<file path="src/rtl/seg7_scan_driver.sv">
// seg7_scan_driver: three-digit, time-multiplexed common-anode 7-segment driver.
// Digits are double-buffered (shadow -> active) and swapped only on frame
// boundaries. Each digit slot opens with a guard window where everything is
// dark, then lights one digit. Optional leading-zero suppression is applied
// live from blank_lz.

// Per-digit segment decoder: code -> {g,f,e,d,c,b,a}, active-high.
// A = dash, B..F = blank. suppress forces the digit dark.
module seg7_digit_decode (
  input  logic [3:0] code,
  input  logic       suppress,
  output logic [6:0] seg
);

  // Combinational table lookup; suppression overrides the table.
  always_comb begin
    seg = 7'h00;
    if (!suppress) begin
      case (code)
        4'h0:    seg = 7'h3F;
        4'h1:    seg = 7'h06;
        4'h2:    seg = 7'h5B;
        4'h3:    seg = 7'h4F;
        4'h4:    seg = 7'h66;
        4'h5:    seg = 7'h6D;
        4'h6:    seg = 7'h7D;
        4'h7:    seg = 7'h07;
        4'h8:    seg = 7'h7F;
        4'h9:    seg = 7'h6F;
        4'hA:    seg = 7'h40;
        default: seg = 7'h00;
      endcase
    end
  end

endmodule

module seg7_scan_driver #(
  parameter int SCAN_DIV   = 50000,
  parameter int GUARD      = 4,
  parameter int ACTIVE_LOW = 1
) (
  input  logic       clock,
  input  logic       reset,
  input  logic       load,
  input  logic [3:0] hundreds,
  input  logic [3:0] tens,
  input  logic [3:0] ones,
  input  logic       blank_lz,
  output logic [6:0] segments,
  output logic [2:0] digit_en,
  output logic       frame_done
);

  localparam int NUM_DIGITS = 3;
  localparam int PRE_W      = (SCAN_DIV > 1) ? $clog2(SCAN_DIV) : 1;
  localparam logic POL      = (ACTIVE_LOW != 0);
  localparam logic [PRE_W-1:0] PRE_LAST  = PRE_W'(SCAN_DIV - 1);
  localparam logic [PRE_W-1:0] GUARD_END = PRE_W'(GUARD);
  localparam logic [3:0] BLANK = 4'hB;

  // Digit index 0 = ones, 1 = tens, 2 = hundreds (matches digit_en bits).
  logic [NUM_DIGITS-1:0][3:0] load_digits;
  logic [NUM_DIGITS-1:0][3:0] shadow;
  logic [NUM_DIGITS-1:0][3:0] active;
  logic                       pending;

  logic [PRE_W-1:0] pre;
  logic [1:0]       idx;
  logic             term;
  logic             boundary;
  logic             in_guard;

  logic [NUM_DIGITS-1:0]      suppress;
  logic [NUM_DIGITS-1:0][6:0] dec_seg;
  logic [6:0]                 seg_nxt;
  logic [2:0]                 en_nxt;

  assign load_digits = {hundreds, tens, ones};

  assign term     = (pre == PRE_LAST);
  assign boundary = term && (idx == 2'd2);
  assign in_guard = (pre < GUARD_END);

  // Leading-zero blanking works on what is being displayed, not on the
  // shadow copy; ones always shows so a value of zero still reads "0".
  assign suppress[0] = 1'b0;
  assign suppress[1] = blank_lz && (active[2] == 4'h0) && (active[1] == 4'h0);
  assign suppress[2] = blank_lz && (active[2] == 4'h0);

  genvar g;
  generate
    for (g = 0; g < NUM_DIGITS; g++) begin : g_dec
      seg7_digit_decode u_dec (
        .code     (active[g]),
        .suppress (suppress[g]),
        .seg      (dec_seg[g])
      );
    end
  endgenerate

  // Prescaler and slot index; idx steps once per SCAN_DIV cycles, 0..2.
  always_ff @(posedge clock) begin
    if (reset) begin
      pre <= '0;
      idx <= 2'd0;
    end else if (term) begin
      pre <= '0;
      idx <= (idx == 2'd2) ? 2'd0 : idx + 2'd1;
    end else begin
      pre <= pre + PRE_W'(1);
    end
  end

  // Double buffer: loads go to shadow; active only changes at a frame
  // boundary. A load landing on the boundary bypasses shadow so it is
  // not held back a whole frame.
  always_ff @(posedge clock) begin
    if (reset) begin
      shadow  <= {NUM_DIGITS{BLANK}};
      active  <= {NUM_DIGITS{BLANK}};
      pending <= 1'b0;
    end else begin
      if (load)
        shadow <= load_digits;
      if (boundary) begin
        pending <= 1'b0;
        if (load)
          active <= load_digits;
        else if (pending)
          active <= shadow;
      end else if (load) begin
        pending <= 1'b1;
      end
    end
  end

  // Next-cycle slot drive, active-high: dark during guard, else one digit.
  always_comb begin
    seg_nxt = 7'h00;
    en_nxt  = 3'b000;
    if (!in_guard) begin
      case (idx)
        2'd0: begin en_nxt = 3'b001; seg_nxt = dec_seg[0]; end
        2'd1: begin en_nxt = 3'b010; seg_nxt = dec_seg[1]; end
        2'd2: begin en_nxt = 3'b100; seg_nxt = dec_seg[2]; end
        default: begin en_nxt = 3'b000; seg_nxt = 7'h00; end
      endcase
    end
  end

  // Output registers; polarity is applied only here.
  always_ff @(posedge clock) begin
    if (reset) begin
      segments   <= {7{POL}};
      digit_en   <= {3{POL}};
      frame_done <= 1'b0;
    end else begin
      segments   <= seg_nxt ^ {7{POL}};
      digit_en   <= en_nxt ^ {3{POL}};
      frame_done <= boundary;
    end
  end

endmodule

</file>
<file path="config.mk">
export PLATFORM = sky130hd
export DESIGN_NAME = seg7_scan_driver
export DESIGN_NICKNAME = d
export VERILOG_FILES = /design/src/rtl/seg7_scan_driver.sv
export SDC_FILE = /design/constraint.sdc
export NUM_CORES = 1
export LEC_CHECK = 0
export ABC_CLOCK_PERIOD_IN_PS = 7800
export BUFFER_PORTS_ARGS = -buffer_cell sky130_fd_sc_hd__buf_4
export CORE_MARGIN = 4
export CORE_UTILIZATION = 55
export CTS_CLUSTER_DIAMETER = 30
export CTS_CLUSTER_SIZE = 20
export DETAILED_ROUTE_END_ITERATION = 6
export MAX_ROUTING_LAYER = met4
export PLACE_DENSITY = 0.71
export SLEW_MARGIN = 10
export SYNTH_ARGS = -nofsm -noshare
export SYNTH_HDL_FRONTEND = slang
export SYNTH_SLANG_ARGS = --single-unit
</file>
<file path="constraint.sdc">
create_clock -name clock -period 7.8 [get_ports clock]
set_clock_uncertainty 0.2 [all_clocks]
set_input_delay 0.39 -clock clock [delete_from_list [all_inputs] [get_ports clock]]
set_output_delay 0.39 -clock clock [all_outputs]
set_load 0.005 [all_outputs]
</file>
# ---- Yosys cells after proc, flatten, opt, wreduce, memory -nomap -nowiden
# Memories as Yosys holds them, arrays and structs flattened. A register that Yosys moved wholly into a read port is not among the register bits.
# Index checks and enable logic that the tools add are counted.
dict set report op_classes {
  addsub 2
  magnitude_cmp 1
  eq_ne 3
  muxes 15
  bitwise_logic 2
  n_reduce_logical 10
}
# op n
set ops {}
lappend ops {{$mux W12} 2}
lappend ops {{$mux W4} 6}
lappend ops {{$mux W7} 3}
lappend ops {{$pmux W7 S3} 1}
lappend ops {{$add A16 B1 Y16 const B} 1}
lappend ops {{$eq A16 B16 Y1 const B} 1}
lappend ops {{$lt A16 B3 Y1 const B} 1}
lappend ops {{$pmux W3 S3} 1}
lappend ops {{$logic_not A4 Y1} 2}
lappend ops {{$not A7 Y7} 1}
lappend ops {{$reduce_or A2 Y1} 2}
lappend ops {{$logic_and A1 B1 Y1} 3}
lappend ops {{$mux W3} 1}
lappend ops {{$not A3 Y3} 1}
lappend ops {{$add A2 B1 Y2 const B} 1}
lappend ops {{$eq A2 B1 Y1 const B} 1}
lappend ops {{$eq A2 B2 Y1 const B} 1}
lappend ops {{$logic_not A2 Y1} 1}
lappend ops {{$mux W2} 1}
lappend ops {{$reduce_and A2 Y1} 1}
lappend ops {{$reduce_bool A2 Y1} 1}
dict set report totals {
  ff_bits 54
  rom_bits 336
  wordCells 48
  n_memories 3
}
# name depth word_bits rd rd_ports_with_merged_regs write_ports line
set memory_table {}
lappend memory_table {{(no name shown)} 16 7 1 1 0 19} ;# case (code)
lappend memory_table {{(no name shown)} 16 7 1 1 0 19}
lappend memory_table {{(no name shown)} 16 7 1 1 0 19}

# ---- Depth between registers and ports, before layout
dict set report logic_depth {
  depth_word 7
  ltp_mapped 13
}

# ---- Hierarchy
# From an unflattened synthesis, not the netlist that was laid out.
dict set report hier_totals {
  cells_unflattened 329
  area_unflattened_um2 2950.3
}
# mod instances cells_per_inst area_per_inst_um2 seq_area_each_um2
set by_module_without_submodules {}
lappend by_module_without_submodules {seg7_scan_driver 1 230 2239.6 1081.0}
lappend by_module_without_submodules {{seg7_digit_decode at g_dec[0].u_dec ...} 2 33 241.5 0.0}
lappend by_module_without_submodules {{seg7_digit_decode at g_dec[1].u_dec} 1 33 227.7 0.0}

# ---- Least setup slack after synthesis
# No wires, ideal clock.
dict set report synth_timing {
  kind {flip-flop to flip-flop}
  from {register pre[10]}
  to {register with a tool-made name}
  setup_ns 0.069
  arrival_ns 2.677
  required_time_ns 7.531
  setup_slack_ns 4.854
  stages_incl_launch_ff 13
  path_buffers 2
  synth_period_minus_slack_ns 2.946
  path_cell_list {dfxtp_1 > or4_4 > nor4_4 > nand2_1 > buf_6 > clkbuf_1 > o21ai_0 > nand2_1 > ha_1 > or3_1 > o22ai_1 > o21ai_1 > o21ai_1}
}
# element line
set synth_rtl {}
lappend synth_rtl {{start, declared} 68} ;# logic [PRE_W-1:0] pre;
lappend synth_rtl {{start signal, assigned} 111} ;# pre <= pre + PRE_W'(1);

==> out/results.txt <==
Via count = 2711
CP Launch Type = flop
Post-layout min period = 3.99 ns
Largest net degree at the start of global routing = 39
Worst ir drop on vdd = 0.137 mV
Grt met1 use = 26.8%
First-pass DRT Iterations = 5
Die Y = 87.1 microns
DIE AREA = 7580 sq um
Initial drt markers = 140
RR Startpoint = pre[10]$_SDFF_PP0_
Met3 GRT Util = 4.73%
Final wirelength = 7220 microns
Layout fillers = 533
Nets = 430
Post-CTS setup buffers = 0
Post-synth EDFFs = 0
Die width = 87.1 microns
CTS tree = done
Final HPWL DP = 5130 microns
Flip-flop and latch area = 1500 sq um
Vias per inst = 5.71
Total CTS buffers = 9
RSZ-0062 raised after global routing = false
CTS clk-pin slew, worst paths = 0.08 ns
Avg Inst Size Synth = 9.25 sq um
Multi-input combinational cell area = 1770 sq um
Setup TNS = 0 ns
Synth warn = 0
Layout cells sized above 1 = 15.5%
Most common cell after layout, fill and taps aside = dfxtp_1
Post-route ant nets = 0
Yosys reg bits = 75
Worst-Skew Late Latency = 0.35 ns
Post-Place Worst Slack = 3.85 ns
Number of antenna diodes = 0
Beginning of the worst hold path = ones[0]
Clock Sinks = 75
Gr usage total = 21.3%
GR Overflow Total = 0
Clock Tree Buf Depth = 2
Endpoints failing setup = 0
Critical Path Fanout Max = 21
Synth async-reset ratio = 0%
Post-CTS Hold Buffers = 0
Met2 GRT Util = 33.2%
Core area = 5990 sq um
Status = complete, no violations
Hold Vio Cnt, Final = 0
Primary flip-flop cell chosen by synthesis mapping = dfxtp_1
Crit path kind = flop to flop
Final worst slack = 3.81 ns
FMAX = 0.251 GHz
Pwr/cell area = 186 nW/um^2
Sequential element share of the synthesized area = 43.7%
Min-delay worst type = input port to flop
RD Place Congestion = 0.844
Leak = 0.00159 uW
Area delta synth->final = 11.6%
Syn nets = 407
CTS resizes = 0
Critical Path RT = 7.88 ns
CTS H-Tree Depth = 3
Max-cap violations = 0
Starting Density = 57.4%
Critical path capture point type = flop
Worst Path Arrival = 4.07 ns
R2r worst-path depth = 10
Top Ports = 27
DRC viols = 0
Syn Inst Count = 372
Distinct cells, synth = 48
Synthesized cell area = 3440 sq um
Most frequent cells in the layout = 75 x dfxtp_1, 37 x nor2_1, 26 x buf_4
Clock root cell = clkbuf_8
R2r setup slk = 3.81 ns
Vias in the first global route = 2538
Std-Cell Rows = 28
IO Port Bufs = 26
First-pass GRT wire length = 12200 microns
Drt wl/cell = 15.2 microns
Slew Viols, Final = 0
Crit path launch = pre[10]$_SDFF_PP0_
Period utilisation layout = 51.1%
Measured slew at the worst slew-check pin = 1.08 ns
Max_slew headroom = 27.8%
GR peak layer = met2
Initial antenna violation count = 0
==> kinds of logic after synthesis <==
family / after synthesis / synth area share, %
and+or+nand+nor: 139 / 20.7
DFF: 75 / 43.7
muxes: 6 / 2.11
xor gates and xnor gates: 17 / 4.33
buffers and inverters: 35 / 4.77
adders and majority gates: 19 / 6.91
AOI/OAI and AO/OA: 81 / 17.5
==> metal layers <==
| layer | share of wire (%) | wire length, microns |
|---|---|---|
| met1 | 46 | 3330 |
| met2 | 47 | 3360 |
| met3 | 4.7 | 342 |
| met4 | 2.5 | 184 |
| met5 | 0 | 0 |
==> through the flow <==
| stage | cells | util, % | instance area [sq um] | hold slack (ns) | total power, uW |
|---|---|---|---|---|---|
| after floorplan | 372 | - | 3440 | 0.213 | 420 |
| after global placement | 459 | 60.8 | 3640 | 0.225 | 429 |
| after detailed placement | 459 | 60.8 | 3640 | 0.234 | 430 |
| after CTS | 475 | 64.1 | 3840 | 0.0770 | 721 |
| after global routing | 475 | 64.1 | 3840 | 0.0891 | 742 |
| final | 475 | 64.1 | 3840 | 0.0889 | 713 |
==> area by class of cell <==
class	count	area share, %
multi-input cells	262	46.2
well taps	75	2.45
clock inverters	6	1.73
inverters	21	2.05
flip-flops and latches	75	39.1
repair buffers	26	5.09
clock buffers	10	3.33
==> cell usage after synthesis (6+ instances only) <==
| cell | n | area, sq um |
|---|---|---|
| nor2_1 | 37 | 139 |
| a21oi_1 | 17 | 85.1 |
| a211oi_1 | 6 | 45.0 |
| dfxtp_1 | 75 | 1500 |
| a222oi_1 | 7 | 70.1 |
| or3_1 | 13 | 81.3 |
| nand3_1 | 15 | 75.1 |
| xor2_1 | 10 | 87.6 |
| clkbuf_1 | 6 | 22.5 |
| nor3_1 | 8 | 40.0 |
| a211o_1 | 9 | 78.8 |
| ha_1 | 19 | 238 |
| o21a_1 | 6 | 45.0 |
| or2_2 | 8 | 50.1 |
| xnor2_1 | 7 | 61.3 |
| o21ai_0 | 11 | 55.1 |
| nor2b_1 | 15 | 93.8 |
| inv_1 | 19 | 71.3 |
| nand2_1 | 24 | 90.1 |
==> where the power goes <==
part           switching, uW  leakage [uW]  internal, uW
clock network            145     0.0000885           148
logic                   17.1      0.000893          13.0
registers               2.12      0.000609           389
==> worst max-delay path, cell delays in order, from the launching register on <==
cell and delay (ns):
dfxtp_1 0.34, or4_4 0.57, nor4_4 0.66, nand2_1 0.61, a21oi_1 0.46, inv_1 0.18, ha_1 0.23, or3_1 0.34
o22ai_1 0.14, o21ai_1 0.09, o21ai_1 0.10
==> how the worst min path moves through the flow <==
stage | end | depth (start not counted)
after floorplan | pre[0]$_SDFF_PP0_ | 1
after global placement | pre[0]$_SDFF_PP0_ | 1
after detailed placement | pre[0]$_SDFF_PP0_ | 1
after CTS | shadow[0]$_SDFFE_PP1P_ | 2
after global routing | shadow[0]$_SDFFE_PP1P_ | 2
final | shadow[0]$_SDFFE_PP1P_ | 2
No activity file was read; power rests on OpenSTA's default activity.
